File: config.mk
export PLATFORM = sky130hd
export DESIGN_NAME = rc_ring_stop_flat
export DESIGN_NICKNAME = d
export VERILOG_FILES = /design/src/rtl/lotr_pkg.sv /design/src/rtl/rc_ring_stop_if.sv /design/src/rtl/lotr_sync_fifo.sv /design/src/rtl/rc_ring_stop.sv /design/src/flat_wrapper.sv
export SDC_FILE = /design/constraint.sdc
export NUM_CORES = 1
export LEC_CHECK = 0
export CAP_MARGIN = 20
export CORE_MARGIN = 4
export CORE_UTILIZATION = 40
export DETAILED_ROUTE_END_ITERATION = 16
export RECOVER_POWER = 50
export SYNTH_ARGS = -nofsm -noshare
export SYNTH_HDL_FRONTEND = slang
export SYNTH_SLANG_ARGS = --single-unit
File: constraint.sdc
create_clock -name QClk -period 8.8 [get_ports QClk]
set_input_delay 1.32 -clock QClk [delete_from_list [all_inputs] [get_ports QClk]]
set_output_delay 1.32 -clock QClk [all_outputs]
set_load 0.05 [all_outputs]
File: src/rtl/lotr_pkg.sv
// LOTR ring shared types: opcodes, the ring slot packet and the read-return tag.
// Also holds the default local FIFO depth and the slot-addressing helper.
package lotr_pkg;

  typedef enum logic [1:0] {
    NOP    = 2'd0,
    RD     = 2'd1,
    WR     = 2'd2,
    RD_RSP = 2'd3
  } t_opcode;

  typedef struct packed {
    logic        valid;
    t_opcode     opcode;
    logic [7:0]  src_core;
    logic [1:0]  thread;
    logic [31:0] address;
    logic [31:0] data;
  } t_ring_pkt;

  // Who to send a read response back to once the tile answers.
  typedef struct packed {
    logic [7:0] core;
    logic [1:0] thread;
  } t_tag;

  localparam int RING_FIFO_DEPTH = 4;

  // Requests are routed by the top address byte; responses by their source core.
  function automatic logic isLocalReq(t_ring_pkt pkt, logic [7:0] id);
    return pkt.valid && (pkt.opcode == RD || pkt.opcode == WR) && (pkt.address[31:24] == id);
  endfunction

endpackage

File: src/rtl/rc_ring_stop_if.sv
// Tile-side bundle between gpc_4t and its ring stop: C2F requests/responses, F2C requests/responses.
// master = tile, slave = ring stop.
interface rc_ring_stop_if;
  import lotr_pkg::*;

  logic        C2F_ReqValidQ500H;
  t_opcode     C2F_ReqOpcodeQ500H;
  logic [1:0]  C2F_ReqThreadIDQ500H;
  logic [31:0] C2F_ReqAddressQ500H;
  logic [31:0] C2F_ReqDataQ500H;

  logic        C2F_RspValidQ502H;
  t_opcode     C2F_RspOpcodeQ502H;
  logic [1:0]  C2F_RspThreadIDQ502H;
  logic [31:0] C2F_RspDataQ502H;
  logic        C2F_RspStall;

  logic        F2C_ReqValidQ502H;
  t_opcode     F2C_ReqOpcodeQ502H;
  logic [31:0] F2C_ReqAddressQ502H;
  logic [31:0] F2C_ReqDataQ502H;

  logic        F2C_RspValidQ500H;
  t_opcode     F2C_RspOpcodeQ500H;
  logic [31:0] F2C_RspAddressQ500H;
  logic [31:0] F2C_RspDataQ500H;

  modport master (
    output C2F_ReqValidQ500H, C2F_ReqOpcodeQ500H, C2F_ReqThreadIDQ500H,
           C2F_ReqAddressQ500H, C2F_ReqDataQ500H,
    output F2C_RspValidQ500H, F2C_RspOpcodeQ500H, F2C_RspAddressQ500H, F2C_RspDataQ500H,
    input  C2F_RspValidQ502H, C2F_RspOpcodeQ502H, C2F_RspThreadIDQ502H, C2F_RspDataQ502H,
    input  C2F_RspStall,
    input  F2C_ReqValidQ502H, F2C_ReqOpcodeQ502H, F2C_ReqAddressQ502H, F2C_ReqDataQ502H
  );

  modport slave (
    input  C2F_ReqValidQ500H, C2F_ReqOpcodeQ500H, C2F_ReqThreadIDQ500H,
           C2F_ReqAddressQ500H, C2F_ReqDataQ500H,
    input  F2C_RspValidQ500H, F2C_RspOpcodeQ500H, F2C_RspAddressQ500H, F2C_RspDataQ500H,
    output C2F_RspValidQ502H, C2F_RspOpcodeQ502H, C2F_RspThreadIDQ502H, C2F_RspDataQ502H,
    output C2F_RspStall,
    output F2C_ReqValidQ502H, F2C_ReqOpcodeQ502H, F2C_ReqAddressQ502H, F2C_ReqDataQ502H
  );

endinterface

File: src/rtl/lotr_sync_fifo.sv
// Show-ahead synchronous FIFO: push visible at head the cycle after; pop is same-cycle.
// A push to a full FIFO is dropped unless that FIFO is popped in the same cycle.
`ifndef LOTR_MSFF
`define LOTR_MSFF(q, d, clk) always_ff @(posedge clk) q <= d;
`endif
`ifndef LOTR_RST_MSFF
`define LOTR_RST_MSFF(q, d, clk, rst, rv) always_ff @(posedge clk) if (rst) q <= rv; else q <= d;
`endif

module lotr_sync_fifo #(
  parameter int WIDTH = 8,
  parameter int DEPTH = 4
) (
  input  logic                     clk,
  input  logic                     rst,
  input  logic                     pushValid,
  input  logic [WIDTH-1:0]         pushData,
  input  logic                     popValid,
  output logic [WIDTH-1:0]         popData,
  output logic [$clog2(DEPTH):0]   count,
  output logic                     full,
  output logic                     empty
);

  localparam int PTR_W = $clog2(DEPTH);
  localparam int CNT_W = PTR_W + 1;

  logic [WIDTH-1:0] mem  [DEPTH];
  logic [WIDTH-1:0] memD [DEPTH];
  logic [PTR_W-1:0] wrPtr, wrPtrD, rdPtr, rdPtrD;
  logic [CNT_W-1:0] countD;
  logic             doPush, doPop;

  assign full    = (count == CNT_W'(DEPTH));
  assign empty   = (count == '0);
  assign doPop   = popValid && !empty;
  assign doPush  = pushValid && (!full || doPop);
  assign popData = mem[rdPtr];

  always_comb begin
    memD = mem;
    if (doPush) memD[wrPtr] = pushData;
  end

  // Power-of-two depth lets the pointers wrap by plain overflow.
  assign wrPtrD = doPush ? wrPtr + PTR_W'(1) : wrPtr;
  assign rdPtrD = doPop  ? rdPtr + PTR_W'(1) : rdPtr;

  always_comb begin
    unique case ({doPush, doPop})
      2'b10:   countD = count + CNT_W'(1);
      2'b01:   countD = count - CNT_W'(1);
      default: countD = count;
    endcase
  end

  `LOTR_MSFF(mem, memD, clk)
  `LOTR_RST_MSFF(wrPtr, wrPtrD, clk, rst, '0)
  `LOTR_RST_MSFF(rdPtr, rdPtrD, clk, rst, '0)
  `LOTR_RST_MSFF(count, countD, clk, rst, '0)

endmodule

File: src/rtl/rc_ring_stop.sv
// LOTR ring stop for one gpc_4t tile: ejects local traffic, forwards the rest, injects into free slots; 2-cycle Q500H->Q502H.
// Local reads bounce when tag+response queues are full; C2F_RspStall throttles the tile one entry early.
`ifndef LOTR_MSFF
`define LOTR_MSFF(q, d, clk) always_ff @(posedge clk) q <= d;
`endif
`ifndef LOTR_RST_MSFF
`define LOTR_RST_MSFF(q, d, clk, rst, rv) always_ff @(posedge clk) if (rst) q <= rv; else q <= d;
`endif

module rc_ring_stop
  import lotr_pkg::*;
#(
  parameter int FIFO_DEPTH = RING_FIFO_DEPTH
) (
  input  logic          QClk,
  input  logic          RstQnnnH,
  input  logic [7:0]    CoreID,
  input  t_ring_pkt     RingInQ500H,
  output t_ring_pkt     RingOutQ502H,
  rc_ring_stop_if.slave tileIf
);

  localparam int CNT_W = $clog2(FIFO_DEPTH) + 1;
  localparam int PKT_W = $bits(t_ring_pkt);
  localparam int TAG_W = $bits(t_tag);

  t_ring_pkt        slotQ501H, ringOutD;
  t_ring_pkt        reqHead, rspHead, reqPushPkt, rspPushPkt;
  t_tag             tagHead, tagPushDat;
  logic [PKT_W-1:0] reqHeadRaw, rspHeadRaw;
  logic [TAG_W-1:0] tagHeadRaw;
  logic [CNT_W-1:0] reqCount, rspCount, tagCount;
  logic             reqFull, rspFull, tagFull;
  logic             reqEmpty, rspEmpty, tagEmpty;
  logic             reqPush, reqPop, rspPush, rspPop, tagPush, tagPop;

  logic             slotIsReq, slotIsRsp, rdRoom, ejectReq, ejectRsp, slotFree;
  logic             injRsp, injReq, stallD;

  logic             f2cReqVld, c2fRspVld, stallQ;
  t_opcode          f2cReqOp, c2fRspOp;
  logic [31:0]      f2cReqAddr, f2cReqData, c2fRspData;
  logic [1:0]       c2fRspThread;
  logic             unusedSig;

  `LOTR_RST_MSFF(slotQ501H, RingInQ500H, QClk, RstQnnnH, '0)

  // ---------------- slot decision at Q501H ----------------
  assign slotIsReq = isLocalReq(slotQ501H, CoreID);
  assign slotIsRsp = slotQ501H.valid && (slotQ501H.opcode == RD_RSP) && (slotQ501H.src_core == CoreID);

  // A read is only taken if its eventual response is guaranteed a RspFifo entry.
  assign rdRoom   = ((CNT_W+1)'(tagCount) + (CNT_W+1)'(rspCount)) < (CNT_W+1)'(FIFO_DEPTH);
  assign ejectReq = slotIsReq && ((slotQ501H.opcode == WR) || rdRoom);
  assign ejectRsp = slotIsRsp;
  assign slotFree = !slotQ501H.valid || ejectReq || ejectRsp;

  // Responses first: they drain remote requesters and so can never be blocked by requests.
  assign injRsp = slotFree && !rspEmpty;
  assign injReq = slotFree && rspEmpty && !reqEmpty;

  always_comb begin
    ringOutD = slotFree ? '0 : slotQ501H;
    if (injRsp)      ringOutD = rspHead;
    else if (injReq) ringOutD = reqHead;
  end

  // ---------------- local queues ----------------
  assign reqPush    = tileIf.C2F_ReqValidQ500H;
  assign reqPop     = injReq;
  assign reqPushPkt = '{valid:    1'b1,
                        opcode:   tileIf.C2F_ReqOpcodeQ500H,
                        src_core: CoreID,
                        thread:   tileIf.C2F_ReqThreadIDQ500H,
                        address:  tileIf.C2F_ReqAddressQ500H,
                        data:     tileIf.C2F_ReqDataQ500H};

  assign tagPush    = ejectReq && (slotQ501H.opcode == RD);
  assign tagPop     = tileIf.F2C_RspValidQ500H && !tagEmpty;
  assign tagPushDat = '{core: slotQ501H.src_core, thread: slotQ501H.thread};

  assign rspPush    = tagPop;
  assign rspPop     = injRsp;
  assign rspPushPkt = '{valid:    1'b1,
                        opcode:   RD_RSP,
                        src_core: tagHead.core,
                        thread:   tagHead.thread,
                        address:  tileIf.F2C_RspAddressQ500H,
                        data:     tileIf.F2C_RspDataQ500H};

  assign reqHead = t_ring_pkt'(reqHeadRaw);
  assign rspHead = t_ring_pkt'(rspHeadRaw);
  assign tagHead = t_tag'(tagHeadRaw);

  lotr_sync_fifo #(.WIDTH(PKT_W), .DEPTH(FIFO_DEPTH)) ReqFifo (
    .clk(QClk), .rst(RstQnnnH),
    .pushValid(reqPush), .pushData(reqPushPkt),
    .popValid(reqPop), .popData(reqHeadRaw),
    .count(reqCount), .full(reqFull), .empty(reqEmpty)
  );

  lotr_sync_fifo #(.WIDTH(PKT_W), .DEPTH(FIFO_DEPTH)) RspFifo (
    .clk(QClk), .rst(RstQnnnH),
    .pushValid(rspPush), .pushData(rspPushPkt),
    .popValid(rspPop), .popData(rspHeadRaw),
    .count(rspCount), .full(rspFull), .empty(rspEmpty)
  );

  lotr_sync_fifo #(.WIDTH(TAG_W), .DEPTH(FIFO_DEPTH)) TagFifo (
    .clk(QClk), .rst(RstQnnnH),
    .pushValid(tagPush), .pushData(tagPushDat),
    .popValid(tagPop), .popData(tagHeadRaw),
    .count(tagCount), .full(tagFull), .empty(tagEmpty)
  );

  // One entry of slack covers a request the tile issued before it saw the stall.
  assign stallD = (reqCount >= CNT_W'(FIFO_DEPTH - 1));

  // ---------------- Q502H outputs ----------------
  `LOTR_RST_MSFF(RingOutQ502H, ringOutD, QClk, RstQnnnH, '0)
  `LOTR_RST_MSFF(f2cReqVld,    ejectReq,            QClk, RstQnnnH, 1'b0)
  `LOTR_RST_MSFF(f2cReqOp,     slotQ501H.opcode,    QClk, RstQnnnH, NOP)
  `LOTR_RST_MSFF(f2cReqAddr,   slotQ501H.address,   QClk, RstQnnnH, '0)
  `LOTR_RST_MSFF(f2cReqData,   slotQ501H.data,      QClk, RstQnnnH, '0)
  `LOTR_RST_MSFF(c2fRspVld,    ejectRsp,            QClk, RstQnnnH, 1'b0)
  `LOTR_RST_MSFF(c2fRspOp,     slotQ501H.opcode,    QClk, RstQnnnH, NOP)
  `LOTR_RST_MSFF(c2fRspThread, slotQ501H.thread,    QClk, RstQnnnH, '0)
  `LOTR_RST_MSFF(c2fRspData,   slotQ501H.data,      QClk, RstQnnnH, '0)
  `LOTR_RST_MSFF(stallQ,       stallD,              QClk, RstQnnnH, 1'b0)

  assign tileIf.F2C_ReqValidQ502H    = f2cReqVld;
  assign tileIf.F2C_ReqOpcodeQ502H   = f2cReqOp;
  assign tileIf.F2C_ReqAddressQ502H  = f2cReqAddr;
  assign tileIf.F2C_ReqDataQ502H     = f2cReqData;
  assign tileIf.C2F_RspValidQ502H    = c2fRspVld;
  assign tileIf.C2F_RspOpcodeQ502H   = c2fRspOp;
  assign tileIf.C2F_RspThreadIDQ502H = c2fRspThread;
  assign tileIf.C2F_RspDataQ502H     = c2fRspData;
  assign tileIf.C2F_RspStall         = stallQ;

  // The tile only ever returns read data, so its response opcode carries nothing.
  assign unusedSig = ^{tileIf.F2C_RspOpcodeQ500H, reqFull, rspFull, tagFull};

endmodule

File: src/flat_wrapper.sv
// flat-port wrapper written by rule: the top's interface ports become plain ports
module rc_ring_stop_flat import lotr_pkg::*;
#(
  parameter int FIFO_DEPTH = RING_FIFO_DEPTH
)
  (QClk, RstQnnnH, CoreID, RingInQ500H, RingOutQ502H, tileIf_C2F_ReqValidQ500H, tileIf_C2F_ReqOpcodeQ500H, tileIf_C2F_ReqThreadIDQ500H, tileIf_C2F_ReqAddressQ500H, tileIf_C2F_ReqDataQ500H, tileIf_F2C_RspValidQ500H, tileIf_F2C_RspOpcodeQ500H, tileIf_F2C_RspAddressQ500H, tileIf_F2C_RspDataQ500H, tileIf_C2F_RspValidQ502H, tileIf_C2F_RspOpcodeQ502H, tileIf_C2F_RspThreadIDQ502H, tileIf_C2F_RspDataQ502H, tileIf_C2F_RspStall, tileIf_F2C_ReqValidQ502H, tileIf_F2C_ReqOpcodeQ502H, tileIf_F2C_ReqAddressQ502H, tileIf_F2C_ReqDataQ502H);
  rc_ring_stop_if tileIf_i ();
  input  logic QClk;
  input  logic RstQnnnH;
  input  logic [7:0] CoreID;
  input  t_ring_pkt RingInQ500H;
  output t_ring_pkt RingOutQ502H;
  input wire logic [$bits(tileIf_i.C2F_ReqValidQ500H)-1:0] tileIf_C2F_ReqValidQ500H;
  input wire logic [$bits(tileIf_i.C2F_ReqOpcodeQ500H)-1:0] tileIf_C2F_ReqOpcodeQ500H;
  input wire logic [$bits(tileIf_i.C2F_ReqThreadIDQ500H)-1:0] tileIf_C2F_ReqThreadIDQ500H;
  input wire logic [$bits(tileIf_i.C2F_ReqAddressQ500H)-1:0] tileIf_C2F_ReqAddressQ500H;
  input wire logic [$bits(tileIf_i.C2F_ReqDataQ500H)-1:0] tileIf_C2F_ReqDataQ500H;
  input wire logic [$bits(tileIf_i.F2C_RspValidQ500H)-1:0] tileIf_F2C_RspValidQ500H;
  input wire logic [$bits(tileIf_i.F2C_RspOpcodeQ500H)-1:0] tileIf_F2C_RspOpcodeQ500H;
  input wire logic [$bits(tileIf_i.F2C_RspAddressQ500H)-1:0] tileIf_F2C_RspAddressQ500H;
  input wire logic [$bits(tileIf_i.F2C_RspDataQ500H)-1:0] tileIf_F2C_RspDataQ500H;
  output wire logic [$bits(tileIf_i.C2F_RspValidQ502H)-1:0] tileIf_C2F_RspValidQ502H;
  output wire logic [$bits(tileIf_i.C2F_RspOpcodeQ502H)-1:0] tileIf_C2F_RspOpcodeQ502H;
  output wire logic [$bits(tileIf_i.C2F_RspThreadIDQ502H)-1:0] tileIf_C2F_RspThreadIDQ502H;
  output wire logic [$bits(tileIf_i.C2F_RspDataQ502H)-1:0] tileIf_C2F_RspDataQ502H;
  output wire logic [$bits(tileIf_i.C2F_RspStall)-1:0] tileIf_C2F_RspStall;
  output wire logic [$bits(tileIf_i.F2C_ReqValidQ502H)-1:0] tileIf_F2C_ReqValidQ502H;
  output wire logic [$bits(tileIf_i.F2C_ReqOpcodeQ502H)-1:0] tileIf_F2C_ReqOpcodeQ502H;
  output wire logic [$bits(tileIf_i.F2C_ReqAddressQ502H)-1:0] tileIf_F2C_ReqAddressQ502H;
  output wire logic [$bits(tileIf_i.F2C_ReqDataQ502H)-1:0] tileIf_F2C_ReqDataQ502H;
  assign tileIf_i.C2F_ReqValidQ500H = tileIf_C2F_ReqValidQ500H;
  assign tileIf_i.C2F_ReqOpcodeQ500H = tileIf_C2F_ReqOpcodeQ500H;
  assign tileIf_i.C2F_ReqThreadIDQ500H = tileIf_C2F_ReqThreadIDQ500H;
  assign tileIf_i.C2F_ReqAddressQ500H = tileIf_C2F_ReqAddressQ500H;
  assign tileIf_i.C2F_ReqDataQ500H = tileIf_C2F_ReqDataQ500H;
  assign tileIf_i.F2C_RspValidQ500H = tileIf_F2C_RspValidQ500H;
  assign tileIf_i.F2C_RspOpcodeQ500H = tileIf_F2C_RspOpcodeQ500H;
  assign tileIf_i.F2C_RspAddressQ500H = tileIf_F2C_RspAddressQ500H;
  assign tileIf_i.F2C_RspDataQ500H = tileIf_F2C_RspDataQ500H;
  assign tileIf_C2F_RspValidQ502H = tileIf_i.C2F_RspValidQ502H;
  assign tileIf_C2F_RspOpcodeQ502H = tileIf_i.C2F_RspOpcodeQ502H;
  assign tileIf_C2F_RspThreadIDQ502H = tileIf_i.C2F_RspThreadIDQ502H;
  assign tileIf_C2F_RspDataQ502H = tileIf_i.C2F_RspDataQ502H;
  assign tileIf_C2F_RspStall = tileIf_i.C2F_RspStall;
  assign tileIf_F2C_ReqValidQ502H = tileIf_i.F2C_ReqValidQ502H;
  assign tileIf_F2C_ReqOpcodeQ502H = tileIf_i.F2C_ReqOpcodeQ502H;
  assign tileIf_F2C_ReqAddressQ502H = tileIf_i.F2C_ReqAddressQ502H;
  assign tileIf_F2C_ReqDataQ502H = tileIf_i.F2C_ReqDataQ502H;
  rc_ring_stop #(.FIFO_DEPTH(FIFO_DEPTH)) u_core (.QClk(QClk), .RstQnnnH(RstQnnnH), .CoreID(CoreID), .RingInQ500H(RingInQ500H), .RingOutQ502H(RingOutQ502H), .tileIf(tileIf_i));
endmodule
Word level (Yosys, flattened, before mapping)
Cells that the tools add are included.

Bits in registers: 902. Bits of input ports: 223. Output and inout port bits: 182. Logic and storage cells: 147.

Add/sub/neg operators: 13. Magnitude comparators: 11. Equality and inequality tests: 14. Muxes and demuxes: 24. Bitwise operators: 6. Reductions and logical operators: 39.

Operators with widths (count): 2-to-1 mux 77 bit (9); bitwise mux 308 bit (2); binary-select mux 77 bit (select 2 bit) (2); demux 77 bit (select 2 bit) (2); bitwise mux 40 bit (1); 2-to-1 mux 10 bit (3); binary-select mux 10 bit (select 2 bit) (1); demux 10 bit (select 2 bit) (1); logical AND 1 bit (19); >= comparator 3 bit (second input constant) (6); inverter 2 -> 3 bit (6); case mux 3 bit (2 select lines) (3); == test 8 bit (2); adder 2 x 1 -> 2 bit (second input constant) (6); == test 2 bit (second input constant) (5); adder 3 x 1 -> 3 bit (second input constant) (3); == test 3 bit (second input constant) (3); logical NOT 3 bit (3); less-than comparator 3 x 1 -> 1 bit (second input constant) (3); subtractor 3 x 1 -> 3 bit (second input constant) (3); == test 2 x 1 -> 1 bit (second input constant) (4); logical NOT 1 bit (7); logical OR 1 bit (7); nonzero test 2 bit (3); other kinds (3) (3).

Longest topological paths before layout
Gate-level depths: netlist (run 1).

Depth in word-level cells: 14. Mapped depth: 14. Mapped depth without buffers: 12.

Cells and area by module
Synthesis (run 1) repeated with hierarchy kept, for this count alone.

Cells, all modules: 1828. Area total of the unflattened synthesis: 33325.7 um^2.

By module, submodules not included: lotr_sync_fifo at u_core.ReqFifo ... (times used 2, cells an instance 454, area an instance 11538.6 um^2, sequential area each 9389.0 um^2); rc_ring_stop (times used 1, cells an instance 817, area an instance 8320.5 um^2, sequential area each 4504.3 um^2); lotr_sync_fifo at u_core.TagFifo (times used 1, cells an instance 103, area an instance 1928.1 um^2, sequential area each 1341.3 um^2).

Worst setup path after synthesis (run 1)
No wires, ideal clock.

Kind: input to register. Start: input CoreID[4]. End: register u_core.ReqFifo.mem[0] (netlist bit) (enable). Setup time: 0.443 ns. Data arrival time: 4.548 ns. Data required time: 8.357 ns. Setup slack: 3.810 ns. Stages on the path: 6. Path buffers: 0. Cell sequence: xnor2_1 -> nand4_1 -> or4_4 -> or3_1 -> a31oi_2 -> and2_1.

Longest elaborated chain between the ends: 10. Elaborated cells between the ends (all ways): 12. Those cells by class: eq/ne (2); reduce/logical (10).

RTL lines: from (decl) (RTL line flat_wrapper.sv:10) `input logic [7:0] CoreID;`; == test 8 bit (RTL line lotr_pkg.sv:31) `return pkt.valid && (pkt.opcode == RD || pkt.opcode == WR) && (pkt.address[31:24] == id);`; logical AND 1 bit (RTL line lotr_pkg.sv:31); logical AND 1 bit (RTL line rc_ring_stop.sv:54) `assign ejectReq = slotIsReq && ((slotQ501H.opcode == WR) || rdRoom);`; logical OR 1 bit (RTL line rc_ring_stop.sv:56) `assign slotFree = !slotQ501H.valid || ejectReq || ejectRsp;`; logical OR 1 bit * (RTL line rc_ring_stop.sv:56); logical AND 1 bit * (2 in series) (RTL line rc_ring_stop.sv:60) `assign injReq = slotFree && rspEmpty && !reqEmpty;`; logical AND 1 bit * (RTL line lotr_sync_fifo.sv:36) `assign doPop = popValid && !empty;`; logical OR 1 bit * (RTL line lotr_sync_fifo.sv:37) `assign doPush = pushValid && (!full || doPop);`; logical AND 1 bit * (RTL line lotr_sync_fifo.sv:37); to (decl) (RTL line lotr_sync_fifo.sv:28) `logic [WIDTH-1:0] mem [DEPTH];`.

Mark *: on every way between the ends. The rest lies on a longest branch, timed or not. A chain may end at the register's enable or synchronous reset.

Final worst setup path (run 1)
Start: input RstQnnnH. End: register, netlist name u_core.slotQ501H[23].

RTL lines: from (decl) (RTL line flat_wrapper.sv:9) `input logic RstQnnnH;`.

No word-level cell between the ends.

==> metrics.md, run 1 <==
| Metric | Value |
|---|---|
| HP Class | flop to flop |
| TritonCTS Sinks | 886 |
| Worst slew pin tran | 2735 ps |
| Status | finished, violations left |
| Routed WL | 80480 µm |
| Vias | 16.92k |
| Area of the multi-input gates | 0.007436 mm² |
| Die height | 292.5 µm |
| Initial DRC Count | 1203 |
| Req. time, crit path | 9180 ps |
| Crit-path max FO | 152 |
| Area after DPL | 0.03719 mm² |
| # resized after CTS | 0 |
| R2R Path Start | u_core.slotQ501H[61] |
| Final hold viol count | 0 |
| Avg Cell Area, Syn | 18.77 µm² |
| Setup TNS Final | 0 ps |
| Share of cells above drive strength 1 | 18.83% |
| Clk_skew | 33.36 ps |
| Max Slew Vio Count | 98 |
| Syn Nets | 1970 |
| I/O Buffers | 402 |
| Routed len/inst | 24.57 µm |
| Num CTS Buffers | 94 |
| # DRC | 0 |
| Top-level I/O count | 405 |
| Grt ovf | 0 |
| Peak Freq | 182.4 MHz |
| DIE AREA | 0.08555 mm² |
| Max_cap viols | 2 |
| Crit. Startpoint | RstQnnnH |
| Arr. time, crit path | 5860 ps |
| Hold buffers post-CTS | 0 |
| Post-CTS Setup Bufs | 0 |
| DR pass1 iterations | 5 |
| Core Area | 0.08042 mm² |
| FF+latch count, synth | 886 |
| Synth Instances | 1725 |
| Failing checks | max-capacitance violations, max-slew violations |
| Commonest non-fill, non-tap cell in the layout | edfxtp_1 |
| Register-to-register setup slack | 4700 ps |
| Critical path class | primary input to flop |
| Final period util | 62.30% |
| DP HPWL | 48170 µm |
| Initial antenna violation count | 34 |
| Largest net degree at the start of global routing | 153 |
| CTS root buf | clkbuf_16 |
| Worst-case reg-to-reg path depth | 7 |
| Vias per inst | 5.165 |
| Unrepaired setup endpoints after global routing | false |
| Leakage | 13.78 nW |
| H-tree depth | 3 |
| Top post-synthesis cells by area | edfxtp_1 (59%), dfxtp_1 (15%), mux4_2 (11%) |
| CTS Buffer Depth | 3 |
| Sequential fraction of the synthesis area | 74.58% |
| Worst setup path endpoint | u_core.slotQ501H[23] |
| P per Cell Area | 261.1 mW/mm² |
| GRT Overall Usage | 18.71% |
| Layout fillers | 6551 |
| CP endpoint kind | flop |
| Clock slew at reported path FFs | 60 ps |
| CP startpoint kind | primary input |
| Die Width | 292.5 µm |
| Most frequent cells in the layout | edfxtp_1 (640), dfxtp_1 (242), dlygate4sd3_1 (204), clkdlybuf4s50_1 (197), mux4_2 (160) |
| Netlist cell types | 46 |
| Relative slew margins | -82.31% |
| Total Nets Final | 2357 |
| First-pass GRT wire length | 119300 µm |
| Seq. cell area | 0.02416 mm² |
| Post-synthesis cell area | 0.03237 mm² |
| Yosys warns | 0 |
| Row count | 104 |
| Post-layout min period | 5482 ps |
| Placer Congestion | 0.7379 |
| Worst skew pair latency | 640 ps |
| Final hold slack | 472.1 ps |
| Design area | 0.04064 mm² |
| P&R area growth vs syn | 25.54% |
| Vias in the first global route | 18.27k |
| Routed Antenna Nets | 0 |
| Synth area leader | edfxtp_1 |
| Synth top area share | 59.36% |
| CTS tree | yes |
| Max IR drop VDD | 0.1595 mV |
| R2r endpoint | u_core.ReqFifo.mem[123] |
| Starting Density | 40.26% |
| # setup viols final | 0 |
==> area by class of cell <==
cell class	instances	share of cell area [%]
antenna	22	0.1355
sequential	886	59.44
tap	1060	3.263
inverter	21	0.1940
multi-input combinational	684	18.30
clock inverter	38	1.379
timing repair buffer	425	10.32
clock buffer	139	6.970
==> worst max-delay path: stages <==
cell and delay [ps]:
buf_8 680, clkbuf_1 1450, clkbuf_1 2010, nor2b_1 240
==> cell usage after synthesis, drive strengths merged <==
cell type and count:
xnor2 14, nor2 104, nand2 4, a31oi 4, dfxtp 246, nor4b 1
nand4 1, mux4 160, a22oi 1, or4 1, o41ai 1, edfxtp 640
a221o 1, nor4 2, o21ai 6, nor3 6, buf 60, nand3 7
a211oi 4, a221oi 74, o31ai 2, xor2 16, and2 12, inv 21
nor2b 143, o311ai 1, mux2i 3, ha 19, fa 3, and3 75
o31a 1, a21o 1, or3 5, a21oi 12, clkbuf 74
==> per-layer routing <==
| metal | global-route usage [%] | part of all wire [%] | vias up |
|---|---|---|---|
| li1 | - | - | 7474 |
| met1 | 24.15 | 41 | 8763 |
| met2 | 31.97 | 50 | 518 |
| met3 | 4.875 | 6.8 | 139 |
| met4 | 4.312 | 2.0 | 22 |
| met5 | 0 | 0.16 | - |
==> power by group <==
part	internal [mW]	leakage, nW	switching, mW
registers	4.69	7.86	0.129
clock network	2.59	1.68	1.60
logic	0.645	4.24	0.945
==> through the flow <==
stage | worst slack [ps] | power, mW | instances | utilization [%]
6_report | 3318 | 10.61 | 3275 | 50.54
5_1_grt | 2830 | 11.04 | 3258 | 50.49
4_1_cts | 4028 | 10.78 | 3252 | 50.47
3_5_place_dp | 3363 | 6.560 | 3075 | 46.25
3_3_place_gp | 3376 | 6.543 | 3075 | 46.25
2_1_floorplan | 3810 | 5.942 | 1725 | -
==> flip-flops by register name, summed over array words and instances (netlist names), 32 cells and up <==
signal,count
u_core.tileIf.F2C_ReqDataQ502H,32
u_core.ReqFifo.mem,304
u_core.tileIf.F2C_ReqAddressQ502H,32
u_core.TagFifo.mem,40
u_core.RspFifo.mem,296
u_core.RingOutQ502H,77
u_core.slotQ501H,77
==> worst min-delay path by stage <==
| stage | from | endpoint | slack [ps] | depth (start not counted) |
|---|---|---|---|---|
| floorplan | u_core.slotQ501H[32] | u_core.tileIf.F2C_ReqAddressQ502H[0] | 440 | 1 |
| global placement | u_core.slotQ501H[31] | u_core.tileIf.F2C_ReqDataQ502H[31] | 460 | 1 |
| detailed placement | u_core.slotQ501H[31] | u_core.tileIf.F2C_ReqDataQ502H[31] | 450 | 1 |
| CTS | u_core.slotQ501H[50] | u_core.tileIf.F2C_ReqAddressQ502H[18] | 460 | 1 |
| global route | u_core.slotQ501H[50] | u_core.tileIf.F2C_ReqAddressQ502H[18] | 480 | 1 |
| finish | u_core.slotQ501H[30] | u_core.tileIf.F2C_ReqDataQ502H[30] | 470 | 1 |
==> logic make-up (layout without fill, tap and decap cells) <==
family | after synthesis | in the layout | share of synthesized area [%]
flops | 886 | 886 | 74.58
fa+ha+maj | 22 | 22 | 0.9199
compound gates | 108 | 108 | 3.745
other cells | 0 | 22 | 0
simple gates | 361 | 361 | 6.180
buf+inv | 155 | 623 | 2.543
xor+xnor | 30 | 30 | 0.8116
mux | 163 | 163 | 11.22
Power figures use the tool's default switching activity.
==> run 2, diff against run 1 <==
==> constraint.sdc (replaced) <==
create_clock -name QClk -period 4.6 [get_ports QClk]
set_input_delay 0.69 -clock QClk [delete_from_list [all_inputs] [get_ports QClk]]
set_output_delay 0.69 -clock QClk [all_outputs]
set_load 0.05 [all_outputs]
==> metrics.md, run 2 (synthesis gave the netlist of run 1 again) <==
| Metric | Value |
|---|---|
| Setup TNS Final | 0 ps |
| Most frequent cells in the layout | edfxtp_1 (640), dfxtp_1 (242), dlygate4sd3_1 (204), clkdlybuf4s50_1 (197), mux4_2 (160) |
| First-pass GRT wire length | 117400 µm |
| CTS root buf | clkbuf_16 |
| Worst skew pair latency | 640 ps |
| # DRC | 0 |
| CP peak stage delay | 660 ps |
| Area of the multi-input gates | 0.007436 mm² |
| Final period util | 79.09% |
| Max_cap viols | 1 |
| Crit-path cells | dlygate4sd3_1, xnor2_1, nand4_1, or4_4, or3_1, a31oi_2, inv_1, ha_1, inv_1, fa_1, xor2_1, or3_1, a21oi_1 |
| Crit-path max FO | 7 |
| Unrepaired setup endpoints after global routing | false |
| # resized after CTS | 0 |
| TritonCTS Sinks | 886 |
| Worst-case reg-to-reg path depth | 12 |
| Num CTS Buffers | 96 |
| Post-layout min period | 3638 ps |
| Critical path class | primary input to flop |
| Share of cells above drive strength 1 | 19.11% |
| R2r endpoint | u_core.ReqFifo.count[2] |
| Routed Antenna Nets | 0 |
| Grt ovf | 0 |
| # setup viols final | 0 |
| Peak Freq | 274.9 MHz |
| Max IR drop VDD | 0.3279 mV |
| Max Slew Vio Count | 133 |
| Initial antenna violation count | 36 |
| CP startpoint kind | primary input |
| Die Width | 292.5 µm |
| Die height | 292.5 µm |
| CP Depth | 13 |
| Row count | 104 |
| Initial DRC Count | 832 |
| Hold Path Origin | u_core.slotQ501H[31] |
| Seq. cell area | 0.02416 mm² |
| Routed WL | 79600 µm |
| Final hold viol count | 0 |
| Leakage | 13.85 nW |
| Placer Congestion | 0.7593 |
| Worst setup path endpoint | u_core.ReqFifo.count[2] |
| Worst slew pin tran | 3246 ps |
| Hold buffers post-CTS | 0 |
| Clock slew at reported path FFs | 60 ps |
| Vias per inst | 5.108 |
| Starting Density | 40.26% |
| CP endpoint kind | flop |
| P per Cell Area | 488.6 mW/mm² |
| Final hold slack | 464.9 ps |
| Total Nets Final | 2374 |
| DR pass1 iterations | 4 |
| Failing checks | max-capacitance violations, max-slew violations |
| Critical path's slowest cell | dlygate4sd3_1 |
| CTS tree | yes |
| Crit. Startpoint | CoreID[4] |
| Vias in the first global route | 18.01k |
| Smallest setup slack after layout | 961.7 ps |
| GRT Overall Usage | 18.39% |
| Post-CTS Setup Bufs | 0 |
| Commonest non-fill, non-tap cell in the layout | edfxtp_1 |
| Req. time, crit path | 5110 ps |
| R2R Path Start | u_core.slotQ501H[61] |
| Top-level I/O count | 405 |
| Largest register FFs | 304 |
| CP top delay family | simple AND/OR/NAND/NOR gates |
| Pre-CTS WS | 458.1 ps |
| Vias | 16.81k |
| DP HPWL | 49890 µm |
| H-tree depth | 3 |
| Clk_skew | 19.71 ps |
| Layout fillers | 6592 |
| HP Class | flop to flop |
| P&R area growth vs syn | 26.13% |
| Relative slew margins | -116.4% |
| CP bufs+invs | 3 |
| Largest net degree at the start of global routing | 134 |
| DIE AREA | 0.08555 mm² |
| Register-to-register setup slack | 1050 ps |
| Core Area | 0.08042 mm² |
| Routed len/inst | 24.19 µm |
| Arr. time, crit path | 4150 ps |
| I/O Buffers | 402 |
| CTS Buffer Depth | 3 |
| Status | finished, violations left |
| Hold path cells | 1 |
[run 2: cell count changes in the layout (fill, tap and decap cells not counted), sizes merged]
cell	change
clkinv	+25
buf	+15
clkbuf	-14
bufinv	-4
diode	-4
clkinvlp	-2
[run 2: power breakdown]
part	leakage (nW)	switching, mW	internal (mW)
clock network	1.59	3.09	4.53
registers	7.86	0.256	8.98
logic	4.40	1.81	1.28
[run 2: layer usage]
metal  vias up  GRT usage [%]  part of all wire [%]
met3       113          5.019                   6.8
met5         -              0                  0.19
met1      8679          23.68                    42
met2       479          31.18                    50
met4        22          4.490                   1.7
li1       7516              -                     -
[run 2: worst min path at each step]
stage / endpoint / slack, ps
6_report: u_core.tileIf.F2C_ReqDataQ502H[31] / 460
3_5_place_dp: u_core.tileIf.F2C_ReqAddressQ502H[3] / 450
3_3_place_gp: u_core.tileIf.F2C_ReqDataQ502H[31] / 460
4_1_cts: u_core.tileIf.F2C_ReqDataQ502H[31] / 470
2_1_floorplan: u_core.tileIf.F2C_ReqAddressQ502H[0] / 440
5_1_grt: u_core.tileIf.F2C_ReqAddressQ502H[20] / 480
[run 2: worst register-to-register path, stage by stage (launching register included)]
cell and delay, ps:
dfxtp_1 690, xnor2_1 190, nand4_1 110, or4_4 550, or3_1 400, a31oi_2 370, inv_1 90, ha_1 240
inv_1 80, fa_1 190, xor2_1 80, or3_1 300, a21oi_1 140
[run 2: through the flow]
step | util [%] | instance area, µm² | cells | power [mW]
after floorplan | - | 32370 | 1725 | 11.37
after global placement | 46.76 | 37600 | 3091 | 12.59
after detailed placement | 46.76 | 37600 | 3091 | 12.62
after CTS | 50.74 | 40800 | 3273 | 20.30
after global routing | 50.73 | 40800 | 3277 | 20.77
final | 50.78 | 40830 | 3291 | 19.95
[run 2: final cells by class]
cell class | instances | area share, %
Tap cell | 1060 | 3.248
Inverter | 21 | 0.1930
Multi-Input combinational cell | 684 | 18.21
Clock buffer | 125 | 6.481
Timing Repair Buffer | 440 | 11.24
Clock inverter | 57 | 1.357
Sequential cell | 886 | 59.16
Antenna cell | 18 | 0.1103
